**src/rtl/sub_pkg.sv**
```systemverilog
// Shared constants and helpers for the carry-lookahead subtractor.
// The lookahead helper folds generate/propagate terms over the low n bits of a group.
package sub_pkg;

  localparam int DATA_W  = 32;
  localparam int BLOCK_W = 8;
  localparam int NUM_BLK = DATA_W / BLOCK_W;

  // Returns {group_generate, group_propagate} for bits [n-1:0]; loop bound is fixed.
  function automatic logic [1:0] group_gp(input logic [BLOCK_W-1:0] g,
                                          input logic [BLOCK_W-1:0] p,
                                          input int                 n);
    logic gen_acc;
    logic prop_acc;
    gen_acc  = 1'b0;
    prop_acc = 1'b1;
    for (int j = BLOCK_W - 1; j >= 0; j--) begin
      if (j < n) begin
        gen_acc  = gen_acc | (prop_acc & g[j]);
        prop_acc = prop_acc & p[j];
      end
    end
    return {gen_acc, prop_acc};
  endfunction

  // Signed overflow of a - b, given the sign bits of a, b and the result.
  function automatic logic signed_ovf(input logic a_msb, input logic b_msb, input logic r_msb);
    return (a_msb != b_msb) && (r_msb != a_msb);
  endfunction

endpackage

```
**src/rtl/sub_cla_8.sv**
```systemverilog
// 8-bit carry-lookahead block: every internal carry is a flat sum of products,
// and the block exports its group generate/propagate for the second level.
module cla_8
  import sub_pkg::*;
(
  input  logic [BLOCK_W-1:0] a,
  input  logic [BLOCK_W-1:0] b,
  input  logic               cin,
  output logic [BLOCK_W-1:0] sum,
  output logic               G,
  output logic               P
);

  logic [BLOCK_W-1:0] g;
  logic [BLOCK_W-1:0] p;
  logic [BLOCK_W-1:0] carry;

  assign g = a & b;
  assign p = a ^ b;

  // G/P kept separate from the carry logic so they never depend on cin.
  assign {G, P} = group_gp(g, p, BLOCK_W);

  always_comb begin
    logic [1:0] gp;
    gp       = 2'b00;
    carry    = '0;
    carry[0] = cin;
    for (int i = 1; i < BLOCK_W; i++) begin
      gp       = group_gp(g, p, i);
      carry[i] = gp[1] | (gp[0] & cin);
    end
  end

  assign sum = p ^ carry;

endmodule

```
**src/rtl/sub.sv**
```systemverilog
// 32-bit subtractor A - B built as A + ~B + 1 on a two-level carry-lookahead adder,
// with combinational signed overflow and a sticky overflow flag.
module sub
  import sub_pkg::*;
#(
  parameter int WIDTH = DATA_W
) (
  input  logic             clock,
  input  logic             reset_n,
  output logic [WIDTH-1:0] data_result,
  input  logic [WIDTH-1:0] data_operandA,
  input  logic [WIDTH-1:0] data_operandB,
  output logic             overflow,
  output logic             ovf_sticky
);

  localparam logic CARRY_IN = 1'b1;

  logic [DATA_W-1:0]  b_inv;
  logic [NUM_BLK-1:0] blk_g;
  logic [NUM_BLK-1:0] blk_p;
  logic [NUM_BLK:0]   blk_c;
  logic               unused_carry_out;

  assign b_inv = ~data_operandB;

  // Second-level lookahead across the block generate/propagate signals.
  always_comb begin
    logic [1:0] gp;
    gp       = 2'b00;
    blk_c    = '0;
    blk_c[0] = CARRY_IN;
    for (int i = 1; i <= NUM_BLK; i++) begin
      gp       = group_gp({{(BLOCK_W - NUM_BLK){1'b0}}, blk_g},
                          {{(BLOCK_W - NUM_BLK){1'b0}}, blk_p}, i);
      blk_c[i] = gp[1] | (gp[0] & CARRY_IN);
    end
  end

  // The unsigned carry-out (no-borrow) is deliberately not reported.
  assign unused_carry_out = blk_c[NUM_BLK];

  for (genvar k = 0; k < NUM_BLK; k++) begin : g_blk
    cla_8 u_cla (
      .a   (data_operandA[k*BLOCK_W +: BLOCK_W]),
      .b   (b_inv[k*BLOCK_W +: BLOCK_W]),
      .cin (blk_c[k]),
      .sum (data_result[k*BLOCK_W +: BLOCK_W]),
      .G   (blk_g[k]),
      .P   (blk_p[k])
    );
  end

  assign overflow = signed_ovf(data_operandA[DATA_W-1], data_operandB[DATA_W-1],
                               data_result[DATA_W-1]);

  always_ff @(posedge clock or negedge reset_n) begin
    if (!reset_n) begin
      ovf_sticky <= 1'b0;
    end else begin
      ovf_sticky <= ovf_sticky | overflow;
    end
  end

endmodule

```
**config.mk**
```make
export PLATFORM = sky130hd
export DESIGN_NAME = sub
export DESIGN_NICKNAME = d
export VERILOG_FILES = /design/src/rtl/sub_pkg.sv /design/src/rtl/sub_cla_8.sv /design/src/rtl/sub.sv
export SDC_FILE = /design/constraint.sdc
export NUM_CORES = 1
export LEC_CHECK = 0
export ABC_AREA = 1
export CAP_MARGIN = 10
export CORE_MARGIN = 2
export CORE_UTILIZATION = 36
export CTS_CLUSTER_SIZE = 8
export DETAILED_ROUTE_END_ITERATION = 6
export DONT_BUFFER_PORTS = 1
export PLACE_DENSITY_LB_ADDON = 0.1
export SYNTH_ARGS = -nofsm -noshare
export SYNTH_HDL_FRONTEND = slang
export SYNTH_SLANG_ARGS = --single-unit
export TNS_END_PERCENT = 10
```
**constraint.sdc**
```tcl
create_clock -name clock -period 4.7 [get_ports clock]
set_clock_uncertainty 0.2 [all_clocks]
set_input_delay 0.47 -clock clock [delete_from_list [all_inputs] [get_ports clock]]
set_output_delay 0.47 -clock clock [all_outputs]
set_load 0.05 [all_outputs]
```
==> metrics.md <==
| Metric | Value |
|---|---|
| WP data arrival | 2.59 ns |
| Final worst path period need | 3.262 ns |
| Worst EP required | 4.03 ns |
| Total core area | 5507 sq um |
| Max rail drop VDD | 0.09627 mV |
| Non-Filler Instances | 438 |
| Worst r2r src | ovf_sticky$_DFF_PN0_ |
| Flop2flop setup slack | 3.65 ns |
| GRT Util Overall | 0.1450 |
| Max Slew Vio Count | 0 |
| Routed wire length | 4624 microns |
| Final ANT Viol Nets | 0 |
| Vias | 2175 |
| Largest net degree at the start of global routing | 8 |
| PD cells | 221.7 nW/um^2 |
| Drt first pass iters | 4 |
| Starting DRT DRC Count | 45 |
| Chip height | 79.29 microns |
| Status | complete, no violations |
| Comb pwr share | 0.982 |
| Post-Syn Instances | 364 |
| HPWL Detailed | 4160 microns |
| Leakage | 1.300 nW |
| Synth Cell Area | 2041 sq um |
| Sequential share of power | 0.018 |
| Die width | 79.29 microns |
| Post-synthesis sequential area ratio | 0.01226 |
| First-pass GRT wire length | 7990 microns |
| Final hold vios | 0 |
| Synth top area share | 0.1962 |
| Largest Register | ovf_sticky |
| CP Capture Type | output pin |
| Ports | 100 |
| Largest register FFs | 1 |
| Crit share post-route | 0.6939 |
| Min-delay worst type | input pin to async pin |
| Switch Pwr | 0.3651 mW |
| Crit start category | input pin |
| Grt ovf | 0 |
| Port-buffer cells | 0 |
| RR Endpoint | ovf_sticky$_DFF_PN0_ |
| Post-route setup TNS | 0 ns |
| Nets@finish | 469 |
| Maxcap violations | 0 |
| Clock power share | 0 |
| Layout cells sized above 1 | 0.06557 |
| Row cnt | 27 |
| Diodes inserted | 0 |
| DP Cell Count | 437 |
| Most frequent cells in the layout | 88 x nand2_1, 79 x inv_1, 39 x nand3_1 |
| Critical path class | input pin to output pin |
| Largest fanout on the critical path | 7 |
| Syn_nets | 465 |
| Post-Syn Area per Cell | 5.606 sq um |
| Initial core utilization | 0.3706 |
| Power, Total | 0.4780 mW |
| Worst-Skew Late Latency | 0 ns |
| Slew headroom | 0.2723 |
| Vias in the first global route | 1945 |
| DRC Markers | 0 |
| Yosys Warn Count | 0 |
| Initial antenna violation count | 0 |
| Pre-CTS setup slack | 1.391 ns |
| DIE AREA | 6287 sq um |
| Final Wtd Congestion | 0.7535 |
| Int Pwr | 0.1129 mW |
| Mean routed wirelength per cell | 10.56 microns |
| Synth cell types | 36 |
| Fmax | 306.6 MHz |
| Number of synthesized register bits | 1 |
| Switching share of total power | 0.7638 |
| Via/cell ratio | 4.966 |
| Slew at the pin closest to its max-slew limit | 1.084 ns |
| Final setup vio count | 0 |
| Post-CTS Setup Bufs | 0 |
| R2R depth | 2 |
| Leading area contributor after synthesis | ha_1 |
| Largest registers | ovf_sticky (1) |
| RSZ-0062 raised after global routing | false |
| Worst-path clk slew | 0 ns |
| P&R area growth vs syn | 5.641% |
| Commonest non-fill, non-tap cell in the layout | nand2_1 |
| Synth top area cells | ha_1 20%, nand2_1 16%, inv_1 15% |
| Setup WS post-layout | 1.439 ns |
through the flow:
stage	hold WS, ns	utilization	area, sq um
after global routing	0.4982	0.3915	2156
after floorplan	-0.02559	-	2041
final	0.4906	0.3915	2156
after CTS	0.4935	0.3915	2156
after detailed placement	-0.02556	0.3897	2146
after global placement	-0.02556	0.3897	2146
synthesized netlist by cell type:
| cell type | n |
|---|---|
| nand2_1 | 88 |
| inv_1 | 79 |
| nand3_1 | 39 |
| nor2_1 | 33 |
| ha_1 | 32 |
| a21oi_1 | 19 |
| xor2_1 | 13 |
| nand2_2 | 6 |
| nand4_1 | 6 |
| nor3_1 | 5 |
| inv_2 | 4 |
| nand3_2 | 4 |
| o21ai_0 | 4 |
| fa_1 | 3 |
| xnor2_1 | 3 |
| a211oi_1 | 2 |
| a21o_1 | 2 |
| clkbuf_1 | 2 |
| nor2_2 | 2 |
| o211ai_1 | 2 |
| a21boi_0 | 1 |
| a221oi_1 | 1 |
| a311oi_1 | 1 |
| a31o_2 | 1 |
| a31oi_1 | 1 |
| dfrtp_1 | 1 |
| nand2_4 | 1 |
| nand3_4 | 1 |
| nand3b_1 | 1 |
| nor2_4 | 1 |
| nor4_1 | 1 |
| nor4_2 | 1 |
| o2111ai_1 | 1 |
| o21ai_1 | 1 |
| o21bai_1 | 1 |
| or2_0 | 1 |
timing repair:
action | in CTS | in global routing
resized for setup | 0 | 0
hold endpoints to repair | 1 | 0
hold buffers | 1 | 0
metal layers:
| metal | vias up | wire, microns | GRT usage |
|---|---|---|---|
| met3 | 0 | 250 | 0.009091 |
| met5 | - | 0 | 0 |
| met2 | 61 | 2159 | 0.2737 |
| met1 | 950 | 2213 | 0.1913 |
| met4 | 0 | 0 | 0 |
| li1 | 1164 | - | - |
cells by family (layout without fill, tap and decap cells):
logic type / count (synthesis) / count (layout) / synth area share
adder cells (fa/ha/maj): 35 / 35 / 0.2256
XOR/XNOR: 16 / 16 / 0.06867
AO/OA/AOI/OAI: 37 / 37 / 0.1085
flip-flops: 1 / 1 / 0.01226
buffers and inverters: 85 / 87 / 0.1563
AND/OR/NAND/NOR: 190 / 190 / 0.4286
worst max-delay path, stage by stage:
cell	delay [ns]
inv_1	0.02
ha_1	0.33
nand2_1	0.09
nand2_1	0.05
nor2_1	0.09
nand2_1	0.06
nor2_1	0.08
nand2_1	0.16
nand2_1	0.12
nand3_2	0.16
nand2_1	0.10
nand2_1	0.06
xor2_1	0.78
how the worst max path moves through the flow:
stage	from	endpoint	slack (ns)
floorplan	data_operandB[15]	data_result[25]	1.30
global placement	data_operandB[7]	data_result[20]	1.43
detailed placement	data_operandB[7]	data_result[20]	1.39
CTS	data_operandB[7]	data_result[20]	1.39
global route	data_operandB[7]	data_result[20]	1.25
finish	data_operandB[7]	data_result[20]	1.44
power groups by stage:
stage / clock network, mW / logic, mW / registers [mW]
2_1_floorplan: 0 / 0.418 / 0.00877
3_3_place_gp: 0 / 0.471 / 0.00877
3_5_place_dp: 0 / 0.472 / 0.00877
4_1_cts: 0 / 0.474 / 0.00877
5_1_grt: 0 / 0.511 / 0.00877
6_report: 0 / 0.469 / 0.00877
cell type report:
| cell class | count | area, sq um |
|---|---|---|
| flip-flops and latches | 1 | 25.02 |
| multi-input cells | 278 | 1697 |
| fillers | 645 | 3351 |
| inverters | 83 | 311.5 |
| well taps | 72 | 90.09 |
| repair buffers | 4 | 32.53 |
Power figures use the tool's default switching activity.
